[src/rtl/pwm_pkg.sv]
// Shared definitions for the PWM timer controller: register map, CTRL bit
// positions and counting mode/direction encodings.
package pwm_pkg;

  localparam logic [3:0] ADDR_CTRL = 4'd0;
  localparam logic [3:0] ADDR_PSC  = 4'd1;
  localparam logic [3:0] ADDR_ARR  = 4'd2;
  localparam logic [3:0] ADDR_CCER = 4'd3;
  localparam logic [3:0] ADDR_CCR0 = 4'd4;

  localparam int CTRL_CEN = 0;
  localparam int CTRL_CMS = 1;
  localparam int CTRL_PRE = 2;
  localparam int CTRL_UG  = 3;

  typedef enum logic {
    MODE_EDGE   = 1'b0,
    MODE_CENTER = 1'b1
  } cnt_mode_e;

  typedef enum logic {
    DIR_UP   = 1'b0,
    DIR_DOWN = 1'b1
  } cnt_dir_e;

endpackage

[src/rtl/pwm_prescaler.sv]
// Clock prescaler: counts 0..psc while enabled and emits a one-cycle tick
// on the terminal count.
module pwm_prescaler #(
  parameter int WIDTH = 16
) (
  input  logic             clk,
  input  logic             rst_n,
  input  logic             enable,
  input  logic             clear,
  input  logic [WIDTH-1:0] psc,
  output logic             tick
);

  logic [WIDTH-1:0] pcnt_q, pcnt_d;

  // >= rather than == so a shrunken psc cannot strand the count above it
  always_comb begin
    tick   = enable && (pcnt_q >= psc);
    pcnt_d = pcnt_q;
    if (clear) begin
      pcnt_d = '0;
    end else if (tick) begin
      pcnt_d = '0;
    end else if (enable) begin
      pcnt_d = pcnt_q + 1'b1;
    end
  end

  always_ff @(posedge clk or negedge rst_n) begin
    if (!rst_n) begin
      pcnt_q <= '0;
    end else begin
      pcnt_q <= pcnt_d;
    end
  end

endmodule

[src/rtl/pwm_timer_ctrl.sv]
// PWM timer controller: register file with preload/active shadowing,
// edge/center-aligned counter and update-event generation.
module pwm_timer_ctrl
  import pwm_pkg::*;
#(
  parameter int WIDTH = 16,
  parameter int NCH   = 4
) (
  input  logic                 clk,
  input  logic                 rst_n,
  input  logic                 cfg_wr,
  input  logic [3:0]           cfg_addr,
  input  logic [WIDTH-1:0]     cfg_wdata,
  output logic [WIDTH-1:0]     cnt_value,
  output logic [NCH*WIDTH-1:0] ccr_active,
  output logic [NCH-1:0]       ch_en,
  output logic                 update_evt,
  output logic                 cnt_dir
);

  logic                 cen_q, cen_d;
  cnt_mode_e            cms_q, cms_d;
  logic                 pre_q, pre_d;
  logic [WIDTH-1:0]     psc_pre_q, psc_pre_d, psc_act_q, psc_act_d;
  logic [WIDTH-1:0]     arr_pre_q, arr_pre_d, arr_act_q, arr_act_d;
  logic [NCH-1:0]       ccer_pre_q, ccer_pre_d, ccer_act_q, ccer_act_d;
  logic [NCH*WIDTH-1:0] ccr_pre_q, ccr_pre_d, ccr_act_q, ccr_act_d;
  logic [WIDTH-1:0]     cnt_q, cnt_d;
  cnt_dir_e             dir_q, dir_d;
  logic                 upd_q, upd_d;

  logic wr_ctrl, ug, tick, nat_evt, upd_evt;

  assign wr_ctrl = cfg_wr && (cfg_addr == ADDR_CTRL);
  assign ug      = wr_ctrl && cfg_wdata[CTRL_UG];

  pwm_prescaler #(.WIDTH(WIDTH)) u_prescaler (
    .clk    (clk),
    .rst_n  (rst_n),
    .enable (cen_q),
    .clear  (ug),
    .psc    (psc_act_q),
    .tick   (tick)
  );

  // Counter stepping; cnt_value above ARR (after a mode or ARR change)
  // wraps in edge mode and turns around in center mode.
  always_comb begin
    cnt_d   = cnt_q;
    dir_d   = dir_q;
    nat_evt = 1'b0;
    if (tick) begin
      if (arr_act_q == '0) begin
        cnt_d   = '0;
        dir_d   = DIR_UP;
        nat_evt = 1'b1;
      end else if (cms_q == MODE_EDGE) begin
        dir_d = DIR_UP;
        if (cnt_q >= arr_act_q) begin
          cnt_d   = '0;
          nat_evt = 1'b1;
        end else begin
          cnt_d = cnt_q + 1'b1;
        end
      end else if ((cnt_q != '0) && ((dir_q == DIR_DOWN) || (cnt_q >= arr_act_q))) begin
        cnt_d = cnt_q - 1'b1;
        if (cnt_d == '0) begin
          dir_d   = DIR_UP;
          nat_evt = 1'b1;
        end else begin
          dir_d = DIR_DOWN;
        end
      end else begin
        cnt_d = cnt_q + 1'b1;
        dir_d = (cnt_d == arr_act_q) ? DIR_DOWN : DIR_UP;
      end
    end
    if (ug) begin
      cnt_d = '0;
      dir_d = DIR_UP;
    end
  end

  assign upd_evt = nat_evt || ug;
  assign upd_d   = upd_evt;

  // The transfer is applied last so a coincident write only reaches preload.
  always_comb begin
    cen_d      = cen_q;
    cms_d      = cms_q;
    pre_d      = pre_q;
    psc_pre_d  = psc_pre_q;
    psc_act_d  = psc_act_q;
    arr_pre_d  = arr_pre_q;
    arr_act_d  = arr_act_q;
    ccer_pre_d = ccer_pre_q;
    ccer_act_d = ccer_act_q;
    ccr_pre_d  = ccr_pre_q;
    ccr_act_d  = ccr_act_q;
    if (wr_ctrl) begin
      cen_d = cfg_wdata[CTRL_CEN];
      cms_d = cnt_mode_e'(cfg_wdata[CTRL_CMS]);
      pre_d = cfg_wdata[CTRL_PRE];
    end
    if (cfg_wr && (cfg_addr == ADDR_PSC)) begin
      psc_pre_d = cfg_wdata;
      if (!pre_q) psc_act_d = cfg_wdata;
    end
    if (cfg_wr && (cfg_addr == ADDR_ARR)) begin
      arr_pre_d = cfg_wdata;
      if (!pre_q) arr_act_d = cfg_wdata;
    end
    if (cfg_wr && (cfg_addr == ADDR_CCER)) begin
      ccer_pre_d = cfg_wdata[NCH-1:0];
      if (!pre_q) ccer_act_d = cfg_wdata[NCH-1:0];
    end
    for (int i = 0; i < NCH; i++) begin
      if (cfg_wr && (cfg_addr == ADDR_CCR0 + 4'(i))) begin
        ccr_pre_d[i*WIDTH +: WIDTH] = cfg_wdata;
        if (!pre_q) ccr_act_d[i*WIDTH +: WIDTH] = cfg_wdata;
      end
    end
    if (upd_evt) begin
      psc_act_d  = psc_pre_q;
      arr_act_d  = arr_pre_q;
      ccer_act_d = ccer_pre_q;
      ccr_act_d  = ccr_pre_q;
    end
  end

  always_ff @(posedge clk or negedge rst_n) begin
    if (!rst_n) begin
      cen_q      <= 1'b0;
      cms_q      <= MODE_EDGE;
      pre_q      <= 1'b0;
      psc_pre_q  <= '0;
      psc_act_q  <= '0;
      arr_pre_q  <= '1;
      arr_act_q  <= '1;
      ccer_pre_q <= '0;
      ccer_act_q <= '0;
      ccr_pre_q  <= '0;
      ccr_act_q  <= '0;
      cnt_q      <= '0;
      dir_q      <= DIR_UP;
      upd_q      <= 1'b0;
    end else begin
      cen_q      <= cen_d;
      cms_q      <= cms_d;
      pre_q      <= pre_d;
      psc_pre_q  <= psc_pre_d;
      psc_act_q  <= psc_act_d;
      arr_pre_q  <= arr_pre_d;
      arr_act_q  <= arr_act_d;
      ccer_pre_q <= ccer_pre_d;
      ccer_act_q <= ccer_act_d;
      ccr_pre_q  <= ccr_pre_d;
      ccr_act_q  <= ccr_act_d;
      cnt_q      <= cnt_d;
      dir_q      <= dir_d;
      upd_q      <= upd_d;
    end
  end

  assign cnt_value  = cnt_q;
  assign ccr_active = ccr_act_q;
  assign ch_en      = ccer_act_q;
  assign update_evt = upd_q;
  assign cnt_dir    = (dir_q == DIR_DOWN);

endmodule

[config.mk]
export PLATFORM = sky130hd
export DESIGN_NAME = pwm_timer_ctrl
export DESIGN_NICKNAME = d
export VERILOG_FILES = /design/src/rtl/pwm_pkg.sv /design/src/rtl/pwm_prescaler.sv /design/src/rtl/pwm_timer_ctrl.sv
export SDC_FILE = /design/constraint.sdc
export NUM_CORES = 1
export LEC_CHECK = 0
export CORE_MARGIN = 3
export CORE_UTILIZATION = 32
export CTS_BUF_LIST = sky130_fd_sc_hd__clkbuf_2
export CTS_CLUSTER_DIAMETER = 200
export CTS_CLUSTER_SIZE = 14
export DETAILED_ROUTE_END_ITERATION = 16
export PLACE_DENSITY_LB_ADDON = 0.3
export SYNTH_ARGS = -nofsm -noshare
export SYNTH_HDL_FRONTEND = slang
export SYNTH_SLANG_ARGS = --single-unit
[constraint.sdc]
create_clock -name clk -period 5.7 [get_ports clk]
set_input_delay 0.855 -clock clk [delete_from_list [all_inputs] [get_ports clk]]
set_output_delay 0.855 -clock clk [all_outputs]
set_load 0.1 [all_outputs]
==> summary.md, run 1 <==
| Metric | Value |
|---|---|
| Status | `completed` |
| Max-slew violation count | `0` |
| Critical Path Fanout Max | `45` |
| RSZ-0062 raised after global routing | `no` |
| Final setup skew | `slightly below 0.08 ns` |
| Longest Clk Path Bufs | `3` |
| HP Class | `flip-flop to flip-flop` |
| Main flop type after synthesis | `dfrtp_1` |
| Initial antenna violation count | `1` |
| Fin util | `37.4%` |
| Final Cell Area | `14600 um^2` |
| Avg Cell Area, Syn | `11.9 um^2` |
| Number of global-route vias before repair | `8702` |
| DR WL/cell | `18.5 um` |
| RR Endpoint | `ccr_active[13]` |
| HP Start | `ccr_pre_q[37]` |
| Placer Congestion | `approximately 0.85` |
| Initial core utilization | `32.8%` |
| Leakage | `6.43 nW` |
| CP delay by family, top | `compound AO/OA/AOI/OAI gates` |
| Die Y-Extent | `a little over 200 um` |
| Min Tclk post-route | `4.10 ns` |
| Clock Sinks | `roughly 240` |
| Pwr dens | `580 nW/um^2` |
| Detailed Route Iter0 Violations | `413` |
| Hold depth | `1` |
| Die span in x | `approximately 210 um` |
| Antenna viol nets, final | `0` |
| Root Driver | `clkbuf_2` |
| FMAX | `roughly 240 MHz` |
| Number of buffers added on ports | `108` |
| H-tree Lvls | `1` |
| Slew HR | `27.2%` |
| Final Non-Filler Cells | `1693` |
| Area share of the largest cell type after synthesis | `40.0%` |
| Synthesis-stage register bit count | `around 240` |
| Worst-path clk slew | `0.28 ns` |
| Largest net degree at the start of global routing | `121` |
| PostCTS Resize Cnt | `0` |
| Cell Area, Placed | `14400 um^2` |
| Slowest cell on the critical path | `o21ai_4` |
| Asr flop ratio synth | `100%` |
| Hold Buf Count CTS | `1` |
| Final layout net count | `between 1000 and 1500` |
| Sequential fraction of the synthesis area | `46.5%` |
| Leading area contributor after synthesis | `dfrtp_1` |
| Vias post-DR | `8408` |
| Die area | `42500 um^2` |
| Hold Fails Final Rpt | `0` |
| Mapped Nets | `1140` |
| Core Box Area | `39100 um^2` |
| R2R setup slack | `1.60 ns` |
| Synth Cell Area | `12800 um^2` |
| Worst-Margin Slew | `between 1 and 1.5 ns` |
| Fin Setup TNS | `0 ns` |
| # setup viols final | `0` |
| Hold path endpoint | `ccr_active[37]` |
| Site Rows | `72` |
| First-pass GRT wire length | `50300 um` |
| Crit share post-route | `a little under three quarters` |
| Mapped Cells | `1080` |
| Type of origin of the critical path | `flip-flop` |
| DP Cell Count | `1655` |
| Kind of critical path | `flip-flop to flip-flop` |
| Post-route setup slack | `1.60 ns` |
| CTS tree | `yes` |
| Setup WS pre-CTS | `1.26 ns` |
| Num CTS Buffers | `20` |
| Critical path data arrival time | `just under 5 ns` |
| Clock latency on the worst-skew pair | `just under 0.9 ns` |
| CP Capture Type | `flip-flop` |
| CP Data Required Time | `6.48 ns` |
| DR DRC count | `0` |
| GRT Total Usage | `roughly 15%` |
| Synth Warn # | `0` |
| # Post-CTS Setup Buffers | `0` |
| WL final | `31300 um` |
| Drt pass-1 iters | `4` |
| Area Growth Syn to Fin | `14.0%` |
| Worst r2r src | `cnt_value[0]` |
| Synth area leaders | `dfrtp_1, mux2_2, mux2_4, dfstp_2, ha_1` |
| Post-DP HPWL | `21200 um` |
| Max rail drop VDD | `about 0.00053 V` |
| Total of max-cap violations | `0` |
| Via-to-Cell Ratio | `between 4 and 5` |
| Layout cell share with drive strength beyond 1 | `approximately a third` |
| Buffer and inverter count on the worst path | `2` |
| GRT Residual Overflow | `0` |
| Slowest stage delay, CP | `0.73 ns` |
| I/O Pins | `109` |
| Number of synthesized flops with an enable pin | `0` |
| Reg2reg path depth | `10` |
| Cells along the critical path | `inv_1 -> ha_1 -> nand2b_1 -> a2111oi_0 -> o32a_1 -> a31oi_4 -> nor4b_2 -> o21ai_4 -> buf_12 -> mux2_2` |
| Post-synth cell types | `58` |
==> logic make-up (layout without fill, tap and decap cells) <==
kind of cell | after synthesis | in the layout | share of synthesized area, %
fa+ha+maj | 37 | 37 | 3.61
mux | 287 | 287 | 27.7
xor+xnor | 36 | 36 | 2.46
other cells | 0 | 1 | 0
compound gates | 121 | 121 | 5.87
flops | 237 | 237 | 46.5
simple gates | 241 | 241 | 9.72
buf+inv | 121 | 215 | 4.14
==> layout by cell type, fill, tap and decap left out, drive strengths merged, types with 11 or more instances in the layout <==
cell type	synthesis	final
xor2	15	15
ha	37	37
mux2i	11	11
inv	53	53
nand2	56	56
o21ai	58	58
mux2	276	276
nor3	23	23
nand4	16	16
a21oi	25	25
dfrtp	205	205
xnor2	21	21
dfstp	32	32
clkbuf	54	35
nand3	29	29
clkdlybuf4s50	0	107
or3	17	17
nor4	13	13
nor2	41	41
buf	14	18
==> routing by layer <==
layer,GRT usage (%),wire [um],vias to the layer above
met3,3.58,1850,26
met5,0,0,-
li1,-,-,4019
met4,2.59,442,0
met1,20.8,14900,4207
met2,23.8,14100,156
==> cell usage after synthesis, drive strengths merged, types with 4 or more instances <==
master	count
mux2	276
dfrtp	205
o21ai	58
nand2	56
clkbuf	54
inv	53
nor2	41
ha	37
dfstp	32
nand3	29
a21oi	25
nor3	23
xnor2	21
or3	17
nand4	16
xor2	15
buf	14
nor4	13
mux2i	11
nor3b	7
and3	6
nand2b	6
or2	5
or4	5
a2111oi	4
a211oi	4
a21o	4
a31oi	4
and4	4
nand3b	4
==> per-stage QoR <==
step | power [mW] | hold slack (ns)
global placement | 7.76 | 0.481
global route | 8.98 | 0.487
floorplan | 6.60 | 0.475
CTS | 8.57 | 0.444
detailed placement | 7.83 | 0.487
finish | 8.48 | 0.501
==> layout make-up <==
class,instances,area (um^2)
tap,518,648
sequential,237,5970
fill,3879,24500
timing repair buffer,126,1260
multi-input combinational,722,6360
inverter,53,199
antenna,1,2.50
clock inverter,1,8.76
clock buffer,35,175
==> power breakdown <==
group	leakage, nW	internal (mW)	switching [mW]
Clock	0.150	0.158	0.555
Combinational	3.43	1.70	3.24
Sequential	2.85	2.32	0.512
==> how the worst max path moves through the flow <==
stage / start / end / depth (start not counted)
after floorplan: cnt_value[13] / ccr_active[14] / 10
after global placement: cfg_wr / arr_act_q[11] / 7
after detailed placement: cfg_wr / arr_act_q[10] / 7
after CTS: cnt_value[0] / ccr_active[60] / 10
after global routing: cnt_value[0] / psc_act_q[14] / 10
final: cnt_value[0] / ccr_active[13] / 10
==> sequential cells by signal, indices dropped and copies added (netlist names) <==
signal	cells
arr_pre_q	16
update_evt	1
pre_q	1
cms_q	1
arr_act_q	16
ccer_pre_q	4
ccr_pre_q	64
cnt_value	16
u_prescaler.pcnt_q	16
psc_act_q	16
ccr_active	64
psc_pre_q	16
ch_en	4
cen_q	1
cnt_dir	1
==> worst register-to-register path, delay by kind of cell, from the launching register on <==
kind                     cells  cell delay, ns
multiplexers                 1            0.42
flip-flops                   1            0.60
AND/OR/NAND/NOR              2            0.37
adder cells (fa/ha/maj)      1            0.34
AO/OA/AOI/OAI                4            1.76
buffers and inverters        2            0.58
Power figures use the tool's default switching activity.
==> run 2: changes to the inputs <==
clock period = 3.6 ns   (was 5.7 ns; I/O delays follow)
==> summary.md, run 2 (synthesis results as in run 1) <==
| Metric | Value |
|---|---|
| H-tree Lvls | `1 (unchanged)` |
| CTS tree | `yes` |
| Core Box Area | `39100 um^2 (unchanged)` |
| Post-DP HPWL | `22700 um (+7.2%)` |
| Die span in x | `206 um (unchanged)` |
| Number of buffers added on ports | `108 (unchanged)` |
| First-pass GRT wire length | `51500 um (+2.3%)` |
| Antenna viol nets, final | `0 (unchanged)` |
| Number of global-route vias before repair | `8825 (+1.4%)` |
| Area Growth Syn to Fin | `16.5%` |
| Fin Setup TNS | `0 ns (unchanged)` |
| Largest net degree at the start of global routing | `95 (-21%)` |
| Most frequent cells in the layout | `dfrtp_1, mux2_2, clkdlybuf4s50_1` |
| Total of max-cap violations | `0 (unchanged)` |
| Vias post-DR | `8630 (+2.6%)` |
| Clock latency on the worst-skew pair | `0.84 ns (-0.03 ns)` |
| GRT Residual Overflow | `0 (unchanged)` |
| Clock Sinks | `237 (unchanged)` |
| Max-slew violation count | `0 (unchanged)` |
| Initial antenna violation count | `2 (+1)` |
| Final setup skew | `0.0796 ns (+0.00216 ns)` |
| Critical path data arrival time | `4.14 ns (-0.74 ns)` |
| Kind of critical path | `flip-flop to flip-flop` |
| Most common cell after layout, fill and taps aside | `dfrtp_1` |
| Root Driver | `clkbuf_2` |
| WL final | `32300 um (+3.1%)` |
| # setup viols final | `0 (unchanged)` |
| Worst-Margin Slew | `1.06 ns (-0.0285 ns)` |
| Critical Path Fanout Max | `20 (-56%)` |
| Post-route setup slack | `0.162 ns (-1.44 ns)` |
| CP Capture Type | `flip-flop` |
| Slew HR | `29.1% (+1.9 points)` |
| Via-to-Cell Ratio | `4.98 (+0.33%)` |
| Num CTS Buffers | `20 (unchanged)` |
| FMAX | `291 MHz (+19%)` |
| Placer Congestion | `0.864 (+2.0%)` |
| Layout cell share with drive strength beyond 1 | `35.7% (+3.6 points)` |
| Final layout net count | `1259 (+3.2%)` |
| Site Rows | `72 (unchanged)` |
| Drt pass-1 iters | `4 (unchanged)` |
| Max rail drop VDD | `0.00109 V (+110%)` |
| Min Tclk post-route | `3.44 ns (-0.665 ns)` |
| Die area | `42500 um^2 (unchanged)` |
| CP Data Required Time | `4.31 ns (-2.17 ns)` |
| Detailed Route Iter0 Violations | `379 (-8.2%)` |
| Longest Clk Path Bufs | `3 (unchanged)` |
| DR WL/cell | `18.6 um (+0.77%)` |
| RSZ-0062 raised after global routing | `no` |
| I/O Pins | `109 (unchanged)` |
| Pwr dens | `914 nW/um^2 (+58%)` |
| Worst-path clk slew | `0.28 ns (about the same)` |
| Register area | `5980 um^2 (+0.15%)` |
| Type of origin of the critical path | `flip-flop` |
| Setup WS pre-CTS | `0.0863 ns (-1.18 ns)` |
| Die Y-Extent | `206 um (unchanged)` |
| Initial core utilization | `32.8% (unchanged)` |
| Status | `completed` |
| Hold Fails Final Rpt | `0 (unchanged)` |
| Multi-input gate area | `6370 um^2 (+0.16%)` |
| Leakage | `6.64 nW (+3.3%)` |
| Fin util | `38.2% (+0.84 points)` |
| Crit share post-route | `95.5% (+24 points)` |
| # fillers | `3822 (-1.5%)` |
| HP Class | `input pin to asynchronous set/reset pin` |
| DR DRC count | `0 (unchanged)` |
| GRT Total Usage | `15.2% (+0.30 points)` |
## run 2: changes by cell type in the layout (fill, tap and decap cells not counted), sizes merged
cell	delta
buf	+50
clkdlybuf4s50	-11
clkinv	-1
diode	+1
## run 2: path summary, 6_finish.rpt
check	start	end	slack, ns	depth (start not counted)
min in group clk	ccr_pre_q[18]	ccr_active[18]	0.51	1
max in group asynchronous	rst_n	arr_pre_q[8]	2.37	3
setup reg to reg	arr_act_q[13]	ccr_active[63]	0.16	11
hold / removal	rst_n	u_prescaler.pcnt_q[2]	0.31	2
hold reg to reg	ccr_pre_q[18]	ccr_active[18]	0.51	1
setup / recovery	arr_act_q[13]	ccr_active[63]	0.16	11
## run 2: stage by stage
| step | std cells | instance area [um^2] | total power [mW] | hold slack (ns) |
|---|---|---|---|---|
| global placement | 1692 | 14700 | 12.5 | 0.481 |
| finish | 1732 | 15000 | 13.7 | 0.309 |
| CTS | 1728 | 14900 | 13.7 | 0.286 |
| floorplan | 1080 | 12800 | 10.5 | 0.244 |
| global route | 1732 | 15000 | 14.4 | 0.300 |
| detailed placement | 1692 | 14700 | 12.6 | 0.487 |
## run 2: cell type report
type	instances	share of cell area [%]
clock buffers	35	1.17
inverters	53	1.33
flip-flops and latches	237	40.0
well taps	518	4.33
multi-input cells	722	42.6
repair buffers	165	10.5
diodes	2	0.0335
## run 2: timing repair
| action | 4_1_cts | 5_1_grt |
|---|---|---|
| buffers inserted | 0 | 2 |
| hold endpoints to repair | 92 | 0 |
| endpoints found under the setup margin | 0 | 87 |
| hold buffers | 1 | 0 |
| gates resized for setup | 0 | 2 |
## run 2: power breakdown
group | switching [mW] | internal [mW]
logic | 5.38 | 2.83
clock network | 0.863 | 0.244
registers | 0.674 | 3.68
total | 6.92 | 6.75
## run 2: worst max-delay path, cell delays in order (launching register included)
cell and delay, ns:
dfstp_2 0.59, inv_1 0.05, ha_1 0.29, nand4_1 0.17, or4_1 0.59, o32a_1 0.42
a31oi_4 0.19, nor4b_4 0.26, o21ai_4 0.09, buf_12 0.19, buf_12 0.18, mux2_4 0.31
## run 2: metal layers
metal,track usage (%),vias up,share of wire [%]
met4,2.86,2,1.6
met3,2.72,42,4.8
li1,-,4093,-
met1,22.1,4299,49
met5,0,-,0.040
met2,23.8,194,44
==> variant 1: new RTL, config.mk and constraints of run 2 <==
`WIDTH` is set to 16 in 2 places; all go to 12.
--- a/src/rtl/pwm_prescaler.sv
+++ b/src/rtl/pwm_prescaler.sv
@@ -3,3 +3,3 @@
 module pwm_prescaler #(
-  parameter int WIDTH = 16
+  parameter int WIDTH = 12
 ) (
--- a/src/rtl/pwm_timer_ctrl.sv
+++ b/src/rtl/pwm_timer_ctrl.sv
@@ -5,3 +5,3 @@
 #(
-  parameter int WIDTH = 16,
+  parameter int WIDTH = 12,
   parameter int NCH   = 4
Interface: changed (resized ccr_active, cfg_wdata and cnt_value); port bits go from 109 to 85. The function was not compared with the original's and may differ.
==> variant 1 against run 2 <==
  * Critical path depth decreased by 1
  * Area after synthesis decreased by 27%
  * First-iteration DRC count shrank 28%
  * Worst hold slack got worse by 0.063 ns
  * Synthesized cell count is 26% lower
  * Clock power rose by 5%
  * Setup slack better by 0.20 ns
  * Via count fell by 27%
  * Die area shrank 26%
  * Cell area down 26%
  * Power is 43% lower
  * Sequential cell count fell by 56
  * Wire length is 32% lower
  * Critical path type unchanged
  * Largest power group unchanged
  * Highest routed layer unchanged
==> variant 1: results <==
# TYPE chip_impl_metric gauge
chip_impl_info{name="run_status",value="completed"} 1
chip_impl_metric{name="rr_worst_depth",unit=""} 10
chip_impl_info{name="synthTopCellsByCount",value="sky130_fd_sc_hd__mux2_2, sky130_fd_sc_hd__dfrtp_1, sky130_fd_sc_hd__nand2_1"} 1
chip_impl_metric{name="detailedPlace.worstSlack",unit="ns"} 0.300
chip_impl_metric{name="placedInstanceArea",unit="mm²"} 0.0108
chip_impl_metric{name="r2r_slack",unit="ns"} 0.36
chip_impl_metric{name="groute.usage.overall",unit="%"} 14.5
chip_impl_metric{name="ir_worst_vdd",unit="V"} 0.000578
chip_impl_metric{name="post_synth.cell_area_avg",unit="µm²"} 11.8
chip_impl_metric{name="post_detailed_placement_half_perimeter_wirelength",unit="mm"} 15.5
chip_impl_metric{name="leakagePower",unit="nW"} 4.71
chip_impl_info{name="crit_family",value="compound AO/OA/AOI/OAI gates"} 1
chip_impl_metric{name="synth_cell_types",unit=""} 57
chip_impl_metric{name="fillers",unit=""} 2823
chip_impl_info{name="start_point_of_the_critical_path",value="arr_act_q[11]$_DFFE_PN1P_"} 1
chip_impl_metric{name="swShare",unit="%"} 47.4
chip_impl_metric{name="placed_cells",unit=""} 1257
chip_impl_metric{name="synth_seq_area_share",unit="%"} 48.5
chip_impl_metric{name="cts_inserted_buffers",unit=""} 17
chip_impl_metric{name="drt-vias-per-instance",unit=""} 4.86
chip_impl_metric{name="max_stage_delay",unit="ns"} 0.64
chip_impl_metric{name="grt_max_degree",unit=""} 80
chip_impl_metric{name="clockBufferDepth",unit=""} 2
chip_impl_metric{name="wl_met1",unit="mm"} 10.6
chip_impl_metric{name="layout-drive-gt1-share",unit="%"} 32.7
chip_impl_metric{name="wire_per_inst",unit="µm"} 17.1
chip_impl_metric{name="grt_pass1_vias",unit=""} 6242
chip_impl_metric{name="io_buffer_count",unit=""} 84
chip_impl_metric{name="tightestPinTransition",unit="ns"} 1.04
chip_impl_metric{name="multi_input_area",unit="mm²"} 0.00450
chip_impl_info{name="timing.critical_path.to",value="ccr_active[45]$_DFFE_PN0P_"} 1
chip_impl_metric{name="arrival_time_reported_for_the_critical_path_endpoint",unit="ns"} 3.92
[variant 1: metal layers]
layer / track usage, % / up-vias
met4: 2.81 / 2
met2: 22.4 / 124
met3: 3.89 / 14
met5: 0 / -
met1: 20.5 / 3100
li1: - / 3035
[variant 1: kinds of logic (layout without fill, tap and decap cells)]
logic type	Yosys count	in the layout	synth area share, %
AND/OR/NAND/NOR	169	169	9.15
XOR/XNOR	26	26	2.42
multiplexers	219	219	26.1
adder cells (fa/ha/maj)	29	29	3.86
flip-flops	181	181	48.5
AO/OA/AOI/OAI	95	95	6.13
buffers and inverters	81	187	3.83
other	0	1	0
[variant 1: layout make-up]
class                   count  share of cell area, %
diodes                      1                 0.0225
flip-flops and latches    181                   41.0
inverters                  33                   1.11
multi-input cells         538                   40.5
well taps                 384                   4.32
clock buffers              17                  0.766
repair buffers            122                   10.4
clock inverters            15                   1.81
[variant 1: worst min path at each step]
stage | from | endpoint | slack (ns) | cells past startpoint
final | rst_n | cnt_value[7]$_DFFE_PN0P_ | 0.25 | 2
after global routing | rst_n | cnt_value[7]$_DFFE_PN0P_ | 0.22 | 2
after CTS | rst_n | cnt_value[7]$_DFFE_PN0P_ | 0.24 | 2
after detailed placement | psc_pre_q[10]$_DFFE_PN0P_ | psc_act_q[10]$_DFFE_PN0P_ | 0.46 | 1
after global placement | psc_pre_q[7]$_DFFE_PN0P_ | psc_act_q[7]$_DFFE_PN0P_ | 0.46 | 1
after floorplan | rst_n | ccer_pre_q[0]$_DFFE_PN0P_ | 0.24 | 0
[variant 1: power by group through the flow]
stage,logic (mW),clock network [mW],registers [mW]
5_1_grt,3.90,1.30,3.04
4_1_cts,3.68,1.21,2.96
2_1_floorplan,1.25,0,4.47
3_5_place_dp,3.67,0,3.00
6_report,3.65,1.17,2.96
3_3_place_gp,3.62,0,3.00
==> variant 2: new RTL, settings of run 2 <==
Without the edit above. Register the input `cfg_wdata` before use. The logic sees it one clock later. The other inputs are not delayed to match.
--- a/src/rtl/pwm_timer_ctrl.sv
+++ b/src/rtl/pwm_timer_ctrl.sv
@@ -20,2 +20,8 @@
 
+  logic [WIDTH-1:0] cfg_wdata_q;
+
+  always_ff @(posedge clk) begin
+    cfg_wdata_q <= cfg_wdata;
+  end
+
   logic                 cen_q, cen_d;
@@ -34,3 +40,3 @@
   assign wr_ctrl = cfg_wr && (cfg_addr == ADDR_CTRL);
-  assign ug      = wr_ctrl && cfg_wdata[CTRL_UG];
+  assign ug      = wr_ctrl && cfg_wdata_q[CTRL_UG];
 
@@ -100,17 +106,17 @@
     if (wr_ctrl) begin
-      cen_d = cfg_wdata[CTRL_CEN];
-      cms_d = cnt_mode_e'(cfg_wdata[CTRL_CMS]);
-      pre_d = cfg_wdata[CTRL_PRE];
+      cen_d = cfg_wdata_q[CTRL_CEN];
+      cms_d = cnt_mode_e'(cfg_wdata_q[CTRL_CMS]);
+      pre_d = cfg_wdata_q[CTRL_PRE];
     end
     if (cfg_wr && (cfg_addr == ADDR_PSC)) begin
-      psc_pre_d = cfg_wdata;
-      if (!pre_q) psc_act_d = cfg_wdata;
+      psc_pre_d = cfg_wdata_q;
+      if (!pre_q) psc_act_d = cfg_wdata_q;
     end
     if (cfg_wr && (cfg_addr == ADDR_ARR)) begin
-      arr_pre_d = cfg_wdata;
-      if (!pre_q) arr_act_d = cfg_wdata;
+      arr_pre_d = cfg_wdata_q;
+      if (!pre_q) arr_act_d = cfg_wdata_q;
     end
     if (cfg_wr && (cfg_addr == ADDR_CCER)) begin
-      ccer_pre_d = cfg_wdata[NCH-1:0];
-      if (!pre_q) ccer_act_d = cfg_wdata[NCH-1:0];
+      ccer_pre_d = cfg_wdata_q[NCH-1:0];
+      if (!pre_q) ccer_act_d = cfg_wdata_q[NCH-1:0];
     end
@@ -118,4 +124,4 @@
       if (cfg_wr && (cfg_addr == ADDR_CCR0 + 4'(i))) begin
-        ccr_pre_d[i*WIDTH +: WIDTH] = cfg_wdata;
-        if (!pre_q) ccr_act_d[i*WIDTH +: WIDTH] = cfg_wdata;
+        ccr_pre_d[i*WIDTH +: WIDTH] = cfg_wdata_q;
+        if (!pre_q) ccr_act_d[i*WIDTH +: WIDTH] = cfg_wdata_q;
       end
Function: changed (Yosys sat finds a counterexample within 4 cycles, from zero or initial values and one cycle with rst_n low).
==> variant 2 against run 2 <==
  * Clock skew increased by 0.030 ns
  * Wire length grew 16%
  * Setup slack better by 0.028 ns
  * Area after synthesis grew 0.78%
  * Cell area down 0.20%
  * Via count increased by 14%
  * Sequential cell count rose by 16
  * Power decreased by 5.1%
  * Critical endpoint is now ccr_active[47]$_DFFE_PN0P_
  * Largest power group unchanged
==> variant 2: results <==
# TYPE chip_impl_metric gauge
chip_impl_info{name="run_status",value="completed"} 1
chip_impl_metric{name="clk-insertion-delay-late",unit="ns"} 0.88
chip_impl_metric{name="grt_max_degree",unit=""} 83
chip_impl_metric{name="synthMuxAreaShare",unit="%"} 16.9
chip_impl_info{name="start_point_of_the_critical_path",value="cnt_value[1]$_DFFE_PN0P_"} 1
chip_impl_info{name="synthTopCellsByCount",value="sky130_fd_sc_hd__dfrtp_1, sky130_fd_sc_hd__nand3_1, sky130_fd_sc_hd__mux2_2"} 1
chip_impl_metric{name="cts_inserted_buffers",unit=""} 22
chip_impl_metric{name="critical_path_peak_fanout",unit=""} 26
chip_impl_metric{name="slew_headroom",unit="%"} 31.2
chip_impl_metric{name="leakagePower",unit="nW"} 5.90
chip_impl_metric{name="ir_worst_vdd",unit="V"} 0.000778
chip_impl_metric{name="groute.usage.overall",unit="%"} 16.8
chip_impl_metric{name="met3RoutedLength",unit="mm"} 1.53
chip_impl_info{name="crit_family",value="compound AO/OA/AOI/OAI gates"} 1
chip_impl_info{name="synth.area.top_cells",value="sky130_fd_sc_hd__dfrtp_1, sky130_fd_sc_hd__mux2_2, sky130_fd_sc_hd__mux2i_1"} 1
chip_impl_metric{name="post_synth_xor_area_fraction",unit="%"} 2.27
chip_impl_info{name="top_layer_used",value="met4"} 1
chip_impl_metric{name="clock-skew-final",unit="ns"} 0.109
chip_impl_metric{name="post_detailed_placement_half_perimeter_wirelength",unit="mm"} 24.4
chip_impl_metric{name="power_clock",unit="mW"} 1.25
chip_impl_metric{name="drt-total-wl",unit="mm"} 37.3
chip_impl_metric{name="r2r_slack",unit="ns"} 0.19
chip_impl_metric{name="met2_length",unit="mm"} 17.3
chip_impl_metric{name="count_of_nets_after_finishing",unit=""} 1354
chip_impl_metric{name="clkSlewWorstSetupHoldPaths",unit="ns"} 0.32
chip_impl_metric{name="asyncSetResetFlopFracSynth",unit="%"} 93.7
## variant 2: changes by cell type after synthesis, moves of 8 or more
cell / change
sky130_fd_sc_hd__buf_2: +28
sky130_fd_sc_hd__dfxtp_1: +16
sky130_fd_sc_hd__inv_1: -8
sky130_fd_sc_hd__mux2_2: -84
sky130_fd_sc_hd__mux2_4: -89
sky130_fd_sc_hd__mux2i_1: +91
sky130_fd_sc_hd__nand2_1: -14
sky130_fd_sc_hd__nand3_1: +95
sky130_fd_sc_hd__nor3_1: -12
sky130_fd_sc_hd__o21ai_0: -23
sky130_fd_sc_hd__o21ai_1: +89
sky130_fd_sc_hd__or3_1: -9
## variant 2: layout make-up
| cell class | count | share of cell area [%] |
|---|---|---|
| Multi-Input combinational cell | 813 | 40.6 |
| Timing Repair Buffer | 159 | 10.3 |
| Clock inverter | 1 | 0.109 |
| Tap cell | 525 | 4.40 |
| Inverter | 45 | 1.13 |
| Antenna cell | 3 | 0.0503 |
| Sequential cell | 253 | 42.2 |
| Clock buffer | 39 | 1.31 |
## variant 2: worst register-to-register path, delay by kind of cell (launching register included)
family | cells | cell delay (ns)
AND/OR/NAND/NOR | 3 | 0.78
AO/OA/AOI/OAI | 4 | 1.29
flip-flops | 1 | 0.46
buffers and inverters | 2 | 0.38
adder cells (fa/ha/maj) | 1 | 0.28
## variant 2: metrics by stage
stage / instances / util (%) / total power [mW] / setup WS (ns) / cell area (µm²)
final: 1838 / 37.5 / 13.0 / 0.190 / 14900
after global routing: 1837 / 37.5 / 13.7 / 0.0101 / 14900
after CTS: 1831 / 37.4 / 13.0 / 0.0897 / 14900
after detailed placement: 1789 / 36.8 / 11.8 / 0.266 / 14600
after global placement: 1789 / 36.8 / 11.7 / 0.392 / 14600
after floorplan: 1206 / - / 9.77 / 0.281 / 12900
